`src/rtl/approx_add_pkg.sv`:
```
// Shared configuration and types for the approximate-adder arbiter slice.
package approx_add_pkg;

   localparam int NREQ       = 4;   // number of requesters (2..8)
   localparam int WIDTH      = 8;   // operand width
   localparam int LAT        = 1;   // adder latency, issue to add_sum valid (1..4)
   localparam int FIFO_DEPTH = 4;   // result FIFO entries (power of 2, >= LAT+1)

   localparam int ID_W  = $clog2(NREQ);
   localparam int SUM_W = WIDTH + 1;

   // Sideband carried alongside each op from issue to response.
   typedef struct packed {
      logic [ID_W-1:0] id;
      logic            approx;
   } tag_t;

   localparam int RESP_W = $bits(tag_t) + SUM_W;

   // One FIFO entry: tag plus the untouched adder result.
   typedef struct packed {
      tag_t             tag;
      logic [SUM_W-1:0] sum;
   } resp_t;

   // Round-robin successor of a requester index, wrapping mod NREQ.
   function automatic logic [ID_W-1:0] next_ptr(input logic [ID_W-1:0] idx);
      return (idx == ID_W'(NREQ - 1)) ? '0 : idx + ID_W'(1);
   endfunction

endpackage

```
`src/rtl/approx_add_arbiter_if.sv`:
```
// Bus bundle for the arbiter: requester side, adder side and response side.
interface approx_add_arbiter_if;
   import approx_add_pkg::*;

   logic [NREQ-1:0]       req_valid;
   logic [NREQ-1:0]       req_ready;
   logic [NREQ*WIDTH-1:0] req_x;
   logic [NREQ*WIDTH-1:0] req_y;
   logic [NREQ-1:0]       req_cin;
   logic [NREQ-1:0]       req_approx;

   logic                  add_valid;
   logic [WIDTH-1:0]      add_x;
   logic [WIDTH-1:0]      add_y;
   logic                  add_cin;
   logic                  add_approx;
   logic [SUM_W-1:0]      add_sum;

   logic                  rsp_valid;
   logic                  rsp_ready;
   logic [SUM_W-1:0]      rsp_sum;
   logic [ID_W-1:0]       rsp_id;
   logic                  rsp_approx;

   // Arbiter view.
   modport slave (
      input  req_valid, req_x, req_y, req_cin, req_approx, add_sum, rsp_ready,
      output req_ready, add_valid, add_x, add_y, add_cin, add_approx,
             rsp_valid, rsp_sum, rsp_id, rsp_approx
   );

   // Environment view (requesters, adder, consumer).
   modport master (
      output req_valid, req_x, req_y, req_cin, req_approx, add_sum, rsp_ready,
      input  req_ready, add_valid, add_x, add_y, add_cin, add_approx,
             rsp_valid, rsp_sum, rsp_id, rsp_approx
   );

endinterface

```
`src/rtl/approx_add_rr_arb.sv`:
```
// Round-robin pick: first requester at or after ptr_i (wrapping) wins.
module approx_add_rr_arb
   import approx_add_pkg::*;
(
   input  logic [NREQ-1:0] req_i,
   input  logic [ID_W-1:0] ptr_i,
   output logic [NREQ-1:0] grant_o,
   output logic [ID_W-1:0] idx_o,
   output logic            any_o
);

   // Scan NREQ candidates starting at the pointer; keep the first hit.
   always_comb begin
      int              cand;
      logic [ID_W-1:0] cand_idx;
      // NOTE: every output gets a default before the loop so no path leaves it unassigned (no latch).
      grant_o  = '0;
      idx_o    = '0;
      any_o    = 1'b0;
      cand     = 0;
      cand_idx = '0;
      for (int k = 0; k < NREQ; k++) begin
         cand = int'(ptr_i) + k;
         if (cand >= NREQ) cand = cand - NREQ;
         cand_idx = ID_W'(cand);
         if (!any_o && req_i[cand_idx]) begin
            any_o             = 1'b1;
            idx_o             = cand_idx;
            grant_o[cand_idx] = 1'b1;
         end
      end
   end

endmodule

```
`src/rtl/approx_add_arbiter.sv`:
```
// Shares one registered adder among NREQ requesters: round-robin issue under
// credit control, tag pipe matching adder latency, in-order result FIFO.
module approx_add_arbiter
   import approx_add_pkg::*;
(
   input logic                 clock,
   input logic                 reset_n,
   approx_add_arbiter_if.slave bus
);

   localparam int PTR_W = $clog2(FIFO_DEPTH);
   localparam int CNT_W = $clog2(FIFO_DEPTH + 1);
   localparam int IF_W  = $clog2(LAT + 1);
   localparam int CRD_W = $clog2(FIFO_DEPTH + LAT + 1);

   logic              en_q;
   logic [ID_W-1:0]   rr_ptr_q, rr_ptr_d;
   logic [WIDTH-1:0]  last_x_q, last_x_d, last_y_q, last_y_d;
   logic              last_cin_q, last_cin_d, last_approx_q, last_approx_d;

   logic [NREQ-1:0]   grant;
   logic [ID_W-1:0]   win_idx;
   logic              any_req;
   logic              credit_ok, issue_ok, hs;
   tag_t              tag_in;

   logic              tag_vld_q [LAT];
   tag_t              tag_q     [LAT];
   logic [IF_W-1:0]   inflight;

   logic [RESP_W-1:0] mem [FIFO_DEPTH];
   logic [PTR_W-1:0]  wr_ptr_q, rd_ptr_q;
   logic [CNT_W-1:0]  cnt_q, cnt_d;
   logic              push, pop, rsp_vld;
   resp_t             head;

   approx_add_rr_arb u_arb (
      .req_i   (bus.req_valid),
      .ptr_i   (rr_ptr_q),
      .grant_o (grant),
      .idx_o   (win_idx),
      .any_o   (any_req)
   );

   // Count valid tag stages; these are the ops already holding a FIFO credit.
   always_comb begin
      inflight = '0;
      for (int s = 0; s < LAT; s++) inflight = inflight + IF_W'(tag_vld_q[s]);
   end

   // Credit uses registered counts only, so a pop frees space one cycle later.
   assign credit_ok = (CRD_W'(cnt_q) + CRD_W'(inflight)) < CRD_W'(FIFO_DEPTH);
   assign issue_ok  = reset_n && en_q && credit_ok;
   assign hs        = issue_ok && any_req;

   // Winner operands pass straight through on a handshake; otherwise hold the last issue.
   always_comb begin
      last_x_d      = last_x_q;
      last_y_d      = last_y_q;
      last_cin_d    = last_cin_q;
      last_approx_d = last_approx_q;
      rr_ptr_d      = rr_ptr_q;
      if (hs) begin
         last_x_d      = bus.req_x[win_idx*WIDTH +: WIDTH];
         last_y_d      = bus.req_y[win_idx*WIDTH +: WIDTH];
         last_cin_d    = bus.req_cin[win_idx];
         last_approx_d = bus.req_approx[win_idx];
         rr_ptr_d      = next_ptr(win_idx);
      end
   end

   assign tag_in         = {win_idx, last_approx_d};
   assign bus.req_ready  = issue_ok ? grant : '0;
   assign bus.add_valid  = hs;
   assign bus.add_x      = reset_n ? last_x_d : '0;
   assign bus.add_y      = reset_n ? last_y_d : '0;
   assign bus.add_cin    = reset_n && last_cin_d;
   assign bus.add_approx = reset_n && last_approx_d;

   assign push = reset_n && tag_vld_q[LAT-1];
   assign pop  = rsp_vld && bus.rsp_ready;

   // FIFO occupancy: simultaneous push and pop leaves the count unchanged.
   always_comb begin
      cnt_d = cnt_q;
      if (push && !pop)      cnt_d = cnt_q + CNT_W'(1);
      else if (!push && pop) cnt_d = cnt_q - CNT_W'(1);
   end

   // Control state, tag pipe and FIFO pointers with synchronous reset.
   always_ff @(posedge clock) begin
      // NOTE: registered state uses non-blocking assignments so every flop samples pre-edge values.
      if (!reset_n) begin
         en_q          <= 1'b0;
         rr_ptr_q      <= '0;
         last_x_q      <= '0;
         last_y_q      <= '0;
         last_cin_q    <= 1'b0;
         last_approx_q <= 1'b0;
         wr_ptr_q      <= '0;
         rd_ptr_q      <= '0;
         cnt_q         <= '0;
         for (int s = 0; s < LAT; s++) begin
            tag_vld_q[s] <= 1'b0;
            tag_q[s]     <= '0;
         end
      end else begin
         en_q          <= 1'b1;
         rr_ptr_q      <= rr_ptr_d;
         last_x_q      <= last_x_d;
         last_y_q      <= last_y_d;
         last_cin_q    <= last_cin_d;
         last_approx_q <= last_approx_d;
         tag_vld_q[0]  <= hs;
         tag_q[0]      <= tag_in;
         for (int s = 1; s < LAT; s++) begin
            tag_vld_q[s] <= tag_vld_q[s-1];
            tag_q[s]     <= tag_q[s-1];
         end
         if (push) wr_ptr_q <= wr_ptr_q + PTR_W'(1);
         if (pop)  rd_ptr_q <= rd_ptr_q + PTR_W'(1);
         cnt_q <= cnt_d;
      end
   end

   // Result storage: adder sum captured with the tag leaving the last pipe stage.
   always_ff @(posedge clock) begin
      // NOTE: storage is not reset; empty-FIFO outputs are forced to zero instead.
      if (push) mem[wr_ptr_q] <= {tag_q[LAT-1], bus.add_sum};
   end

   assign rsp_vld        = reset_n && (cnt_q != '0);
   assign head           = resp_t'(mem[rd_ptr_q]);
   assign bus.rsp_valid  = rsp_vld;
   assign bus.rsp_sum    = rsp_vld ? head.sum : '0;
   assign bus.rsp_id     = rsp_vld ? head.tag.id : '0;
   assign bus.rsp_approx = rsp_vld && head.tag.approx;

   // Credit makes a push into a full FIFO impossible.
   a_no_overflow: assert property (@(posedge clock) disable iff (!reset_n)
      !(push && !pop && cnt_q == CNT_W'(FIFO_DEPTH)));

endmodule

```
`src/flat_wrapper.sv`:
```
// flat-port wrapper written by rule: the top's interface ports become plain ports
module approx_add_arbiter_flat import approx_add_pkg::*;
  (clock, reset_n, bus_req_valid, bus_req_x, bus_req_y, bus_req_cin, bus_req_approx, bus_add_sum, bus_rsp_ready, bus_req_ready, bus_add_valid, bus_add_x, bus_add_y, bus_add_cin, bus_add_approx, bus_rsp_valid, bus_rsp_sum, bus_rsp_id, bus_rsp_approx);
  approx_add_arbiter_if bus_i ();
  input logic clock;
  input logic reset_n;
  input wire logic [$bits(bus_i.req_valid)-1:0] bus_req_valid;
  input wire logic [$bits(bus_i.req_x)-1:0] bus_req_x;
  input wire logic [$bits(bus_i.req_y)-1:0] bus_req_y;
  input wire logic [$bits(bus_i.req_cin)-1:0] bus_req_cin;
  input wire logic [$bits(bus_i.req_approx)-1:0] bus_req_approx;
  input wire logic [$bits(bus_i.add_sum)-1:0] bus_add_sum;
  input wire logic [$bits(bus_i.rsp_ready)-1:0] bus_rsp_ready;
  output wire logic [$bits(bus_i.req_ready)-1:0] bus_req_ready;
  output wire logic [$bits(bus_i.add_valid)-1:0] bus_add_valid;
  output wire logic [$bits(bus_i.add_x)-1:0] bus_add_x;
  output wire logic [$bits(bus_i.add_y)-1:0] bus_add_y;
  output wire logic [$bits(bus_i.add_cin)-1:0] bus_add_cin;
  output wire logic [$bits(bus_i.add_approx)-1:0] bus_add_approx;
  output wire logic [$bits(bus_i.rsp_valid)-1:0] bus_rsp_valid;
  output wire logic [$bits(bus_i.rsp_sum)-1:0] bus_rsp_sum;
  output wire logic [$bits(bus_i.rsp_id)-1:0] bus_rsp_id;
  output wire logic [$bits(bus_i.rsp_approx)-1:0] bus_rsp_approx;
  assign bus_i.req_valid = bus_req_valid;
  assign bus_i.req_x = bus_req_x;
  assign bus_i.req_y = bus_req_y;
  assign bus_i.req_cin = bus_req_cin;
  assign bus_i.req_approx = bus_req_approx;
  assign bus_i.add_sum = bus_add_sum;
  assign bus_i.rsp_ready = bus_rsp_ready;
  assign bus_req_ready = bus_i.req_ready;
  assign bus_add_valid = bus_i.add_valid;
  assign bus_add_x = bus_i.add_x;
  assign bus_add_y = bus_i.add_y;
  assign bus_add_cin = bus_i.add_cin;
  assign bus_add_approx = bus_i.add_approx;
  assign bus_rsp_valid = bus_i.rsp_valid;
  assign bus_rsp_sum = bus_i.rsp_sum;
  assign bus_rsp_id = bus_i.rsp_id;
  assign bus_rsp_approx = bus_i.rsp_approx;
  approx_add_arbiter u_core (.clock(clock), .reset_n(reset_n), .bus(bus_i));
endmodule
```
`config.mk`:
```
export PLATFORM = sky130hd
export DESIGN_NAME = approx_add_arbiter_flat
export DESIGN_NICKNAME = d
export VERILOG_FILES = /design/src/rtl/approx_add_pkg.sv /design/src/rtl/approx_add_arbiter_if.sv /design/src/rtl/approx_add_rr_arb.sv /design/src/rtl/approx_add_arbiter.sv /design/src/flat_wrapper.sv
export SDC_FILE = /design/constraint.sdc
export NUM_CORES = 1
export LEC_CHECK = 0
export ABC_AREA = 1
export BUFFER_PORTS_ARGS = -buffer_cell sky130_fd_sc_hd__buf_2
export CELL_PAD_IN_SITES_DETAIL_PLACEMENT = 0
export CELL_PAD_IN_SITES_GLOBAL_PLACEMENT = 1
export CORE_MARGIN = 5
export CORE_UTILIZATION = 38
export DETAILED_ROUTE_END_ITERATION = 12
export PLACE_DENSITY = 0.83
export SYNTH_ARGS = -nofsm -noshare
export SYNTH_HDL_FRONTEND = slang
export SYNTH_SLANG_ARGS = --single-unit
```
`constraint.sdc`:
```
create_clock -name clock -period 2.8 [get_ports clock]
set_input_delay 0.14 -clock clock [delete_from_list [all_inputs] [get_ports clock]]
set_output_delay 0.14 -clock clock [all_outputs]
set_load 0.05 [all_outputs]
```
### Word level (Yosys, flattened, before mapping)

Memories as Yosys holds them, arrays and structs flattened. A register that Yosys moved wholly into a read port is not among the register bits.
Cells that the tools add are included.
W data, S select, Z words.

* bits in registers: 28
* RAM bits: 52
* input bits: 88
* output and inout port bits: 36
* word-level logic and storage cells: 130
* memories kept: 3

* $add $sub $neg: 13
* order comparisons: 14
* equal/unequal tests: 1
* shift operators: 2
* mux-type cells: 58
* bitwise gates (word level): 3
* reductions and logical operators: 27

Memory list
* u_core.mem: words 4, bits a word 12, read ports 1, clocked after memory_dff 1, write ports 1, line approx_add_arbiter.sv:31 `logic [RESP_W-1:0] mem [FIFO_DEPTH];`
* u_core.tag_q: words 1, bits a word 3, read ports 1, clocked after memory_dff 0, write ports 1, line approx_add_arbiter.sv:28 `tag_t tag_q [LAT];`
* u_core.tag_vld_q: words 1, bits a word 1, read ports 1, clocked after memory_dff 0, write ports 1, line approx_add_arbiter.sv:27 `logic tag_vld_q [LAT];`

Operator list (number)
* $shiftx A32 B6 Y8: 2
* $mux W8: 4
* $mux W2: 12
* $mux W1: 23
* $mux W4: 5
* $logic_and A1 B1 Y1: 18
* $lt A2 B3 Y1 const B: 5
* $bmux W1 S2: 6
* $or A4 B4 Y4: 3
* $ge A3 B3 Y1 const B: 3
* $mux W3: 3
* $mux W9: 1
* $demux W1 S2: 4
* $ge A2 B1 Y1 const B: 4
* $sub A2 B1 Y2 const B: 4
* $add A2 B1 Y2 const B: 3
* $add A2 B2 Y3 const B: 2
* $logic_not A1 Y1: 5
* $add A2 B1 Y3 const B: 1
* $add A3 B1 Y3: 1
* $add A3 B1 Y3 const B: 1
* $ge A2 B3 Y1 const B: 1
* $lt A3 B3 Y1 const B: 1
* $reduce_bool A3 Y1: 1
* 5 further kinds: 5

### Depth between registers and ports, before layout

* depth in word-level cells: 18
* mapped depth: 16
* depth with buffers taken out: 14

### Modules after synthesis

From an unflattened synthesis, not the netlist that was laid out.

* cell total of the unflattened synthesis: 551
* area, all modules: 4354.2 µm²

Modules (own cells, without submodules)
* approx_add_arbiter: times used 1, cells an instance 477, area each 3913.8 µm², seq. area each 2102.0 µm²
* approx_add_rr_arb: times used 1, cells an instance 74, area each 440.4 µm², seq. area each 0.0 µm²

### Worst setup path after synthesis

No wires, ideal clock.

* path kind: reg2out
* start point: register u_core.rr_ptr_q[1]
* end point: output bus_add_approx
* arrival time: 2738 ps
* required time: 2660 ps
* path slack: -78 ps
* stages on the path, launching flop included: 13
* path buffers: 1
* cells stage by stage: dfxtp_1 inv_1 ha_1 inv_1 nand3_2 nand2_4 nand2_2 nor2_4 nand3_1 nand2_1 inv_2 buf_2 a21oi_1

* elaborated cells on any way between the ends: 42
* classes of those cells: 7 x add/sub; 4 x order compare; 23 x mux; 8 x reduce/logical

RTL lines
* start, declared: line approx_add_arbiter.sv:17 `logic [ID_W-1:0] rr_ptr_q, rr_ptr_d;`
* start signal, assigned: line approx_add_arbiter.sv:109 `rr_ptr_q <= rr_ptr_d;`
* parallel branches: the longest is 13 deep, another holds $add A2 B1 Y3
* $mux W1 (*): line approx_add_rr_arb.sv:26 `if (!any_o && req_i[cand_idx]) begin`
* $logic_and A1 B1 Y1 (*): line approx_add_arbiter.sv:54 `assign hs = issue_ok && any_req;`
* via bus_add_valid: line flat_wrapper.sv:15 `output wire logic [$bits(bus_i.add_valid)-1:0] bus_add_valid;`
* $mux W1 (*): line approx_add_arbiter.sv:63 `if (hs) begin`
* $logic_and A1 B1 Y1 (*): line approx_add_arbiter.sv:78 `assign bus.add_approx = reset_n && last_approx_d;`
* end, declared: line flat_wrapper.sv:19 `output wire logic [$bits(bus_i.add_approx)-1:0] bus_add_approx;`

Mark *: on every way through the listed nets, which the timed path passes. The select of a mux whose other input is x is not followed.

### Worst setup path in the final report

* start point: register u_core.rr_ptr_q[0]
* end point: output bus_add_y[3]

* word-level cells in the longest chain between the ends: 17
* elaborated cells on any way between the ends: 41
* classes of those cells: 7 x add/sub; 4 x order compare; 1 x shift; 22 x mux; 7 x reduce/logical

RTL lines
* parallel branches: the longest is 15 deep, another holds $add A2 B1 Y3
* $mux W8 (*): line approx_add_arbiter.sv:63
* $mux W8 (*): line approx_add_arbiter.sv:76 `assign bus.add_y = reset_n ? last_y_d : '0;`
* end, declared: line flat_wrapper.sv:17 `output wire logic [$bits(bus_i.add_y)-1:0] bus_add_y;`

Mark *: on every way between the ends. The select of a mux whose other input is x is not followed.

==> key figures <==
Clock tree
  – Latest clock arrival within the worst-skew pair: 340 ps
  – CTS root buf: clkbuf_16
  – CTS H-Tree Depth: 3
  – CTS tree: built
  – Clock buffer depth: 2
  – Worst-path clk slew: 70 ps
  – Clock Sinks: 81
  – Total CTS buffers: 9

Detailed routing
  – Avg WL per Cell: 14.4 um
  – DRC errors left: 0
  – DRT iter0 DRCs: 327
  – Post-route ant nets: 0
  – Drt first pass iters: 5
  – Total Wirelength: 12,700 um
  – Vias/cell: 4.97
  – Via count: 4,395

Hold path
  – Hold Path Class: in2reg
  – Worst min-delay path startpoint: bus_add_sum[0]
  – Hold path depth: 1
  – Worst hold endpoint: u_core.mem[0][0]

Place
  – Final GP Congestion: 0.971
  – Post-placement cell area: 5410 sq um
  – Dpl ws: 159 ps
  – Port buffer count: 123
  – DP Wirelength: 8960 um
  – DP Cell Count: 862

Timing
  – Setup ws final: 160 ps
  – Hold Slack: 18.6 ps
  – Final period util: 94.3%
  – Setup tns final: 0 ps
  – Final Hold Fails: 0
  – Post-route minimum period: 2640 ps
  – Clock skew: 10.4 ps
  – Final Setup Violations: 0
  – Fmax: 379 MHz
  – Worst slew pin tran: 839 ps
  – Pins Over Slew Limit: 0
  – Slew HR: 44.0%

Setup path
  – Critical path type: reg2out
  – Worst r2r src: u_core.cnt_q[0]
  – Arrival @ worst endpoint: 2500 ps
  – CP Launch Type: flop
  – Reg2reg end: u_core.cnt_q[2]
  – FF-to-FF setup slack: 610 ps
  – Reg2Reg Depth: 10
  – Worst path required time: 2660 ps
  – Crit path max fanout: 22
  – Critical Path End Type: output pin

Pwr
  – Max VDD drop: 274 uV
  – Leak pwr: 2.96 nW
  – Cell area power density: 711 nW/um^2

Synth
  – Syn Area/Cell: 7.65 sq um
  – Post-synth net total: 705
  – Dominant cell type by area after synthesis: edfxtp_1
  – Yosys warns: 0
  – Synthesized flop and latch total: 81
  – Seq/Total Area, Yosys: 45.6%
  – Yosys top cell area share: 31.2%
  – Synth area leaders: edfxtp_1 (31%), dfxtp_1 (14%), nand3_1 (9.0%), inv_1 (8.1%), nand2_1 (7.6%)
  – Synth cell types: 31
  – Post-Syn Instances: 603
  – Syn Std Cell Area: 4610 sq um

Final layout
  – Non-filler cells, final: 885
  – Final nets: 835
  – Area Growth Syn to Fin: 29.1%
  – Antenna Cells: 0
  – Design Area, Final: 5960 sq um
  – Ratio of cells with drive above 1 in the final layout: 26.6%

Global route
  – First-pass GRT wire length: 20,400 um
  – Total grt overflow: 0
  – Overall Global Routing Usage: 17.5%
  – Number of global-route vias before repair: 4,323
  – Initial antenna violation count: 0
  – Largest net degree at the start of global routing: 37

Die
  – Chip height: 120 um
  – DIE AREA: 14,400 sq um
  – IO Count: 124
  – Starting Density: 38.6%
  – Row Count: 40
  – Die width: 120 um
  – Core area: 12,000 sq um

Run
  – Max-cap check violation count: 0

Run status
  – Status: finished, final reports clean
## stage by stage
step	total power [mW]	util, %
floorplan	2.45	-
global placement	2.79	45.2
detailed placement	2.82	45.2
CTS	4.19	48.7
global route	4.47	49.8
finish	4.23	49.8
## layout make-up
class                           count  area (sq um)
Fill cell                        1160          6010
Sequential cell                    81          2100
Multi-Input combinational cell    389          2040
Timing Repair Buffer              147           882
Inverter                          104           405
Clock buffer                        9           225
Tap cell                          147           184
Clock inverter                      7           108
Timing Repair inverter              1          8.76
## power by group
| group | internal (mW) | leakage [nW] | total [mW] | switching, mW |
|---|---|---|---|---|
| clock network | 0.800 | 0.160 | 1.32 | 0.516 |
| logic | 0.513 | 2.09 | 1.54 | 1.03 |
| registers | 1.34 | 0.707 | 1.37 | 0.0342 |
| total | 2.65 | 2.96 | 4.23 | 1.58 |
## cell usage after synthesis, drive strengths merged
library cell and count:
edfxtp 48, o21ai 36, o22ai 2, nand2 103, clkbuf 10, o21a 1
ha 13, inv 104, nand4 2, a21oi 30, o31ai 1, dfxtp 33
o211ai 1, nor2 93, nand3b 16, buf 19, a31oi 2, nand3 88
fa 1
## timing repair
action | in CTS | in global routing
endpoints found under the setup margin | 15 | 18
hold buffers | 0 | 0
gates resized for setup | 23 | 21
buffers inserted | 0 | 6
hold endpoints to repair | 0 | 0
cloned | 0 | 1
pin swaps | 0 | 8
## worst max path at each step
stage / startpoint / end / cells after the start
6_report: u_core.rr_ptr_q[0] / bus_add_y[3] / 17
3_3_place_gp: u_core.rr_ptr_q[0] / bus_add_x[3] / 15
4_1_cts: u_core.rr_ptr_q[0] / bus_add_y[3] / 14
5_1_grt: u_core.rr_ptr_q[0] / bus_add_y[1] / 17
3_5_place_dp: u_core.rr_ptr_q[0] / bus_add_y[2] / 15
2_1_floorplan: u_core.rr_ptr_q[1] / bus_add_approx / 12
## critical path, cell delays in order (launching register included)
cell	delay, ps
dfxtp_2	330
inv_2	80
buf_4	180
nand2_1	90
nand3_2	100
nand2_4	90
inv_4	90
nand2_2	80
nor2_4	150
nand3_2	100
nand2_4	120
clkinv_8	90
buf_12	160
nor2_1	100
nor2_1	50
nand2_1	100
inv_1	50
buf_4	180
## logic make-up after synthesis
logic type | Yosys count | synth area share, %
buffers and inverters | 133 | 11.8
adder cells (fa/ha/maj) | 14 | 3.96
AND/OR/NAND/NOR | 302 | 30.4
flip-flops | 81 | 45.6
AO/OA/AOI/OAI | 73 | 8.27
## registers in the layout, summed over array words and instances (netlist names), named ones only
register	flops
u_core.rr_ptr_q	2
u_core.rd_ptr_q	2
u_core.mem	48
u_core.last_y_q	8
u_core.en_q	1
u_core.cnt_q	3
u_core.wr_ptr_q	2
u_core.last_cin_q	1
u_core.last_x_q	8
u_core.tag_vld_q	1
u_core.tag_q	3
## routing by layer
metal	vias to the layer above	GRT usage, %	part of all wire [%]
li1	2191	-	-
met1	2025	21.9	44
met2	161	29.3	49
met3	18	3.84	5.3
met4	0	6.94	2.2
met5	-	0	0
## placed cells by master (no fill, tap or decap), drive strengths merged
cell,synthesis,layout
buf,19,145
inv,104,108
nand2,103,103
nor2,93,93
nand3,88,88
edfxtp,48,48
o21ai,36,36
dfxtp,33,33
a21oi,30,30
nand3b,16,16
ha,13,13
clkbuf,10,11
o22ai,2,2
a31oi,2,2
bufinv,0,2
nand4,2,2
o211ai,1,1
clkinv,0,1
o31ai,1,1
o21a,1,1
fa,1,1
clkinvlp,0,1
No activity file was read; power rests on OpenSTA's default activity.
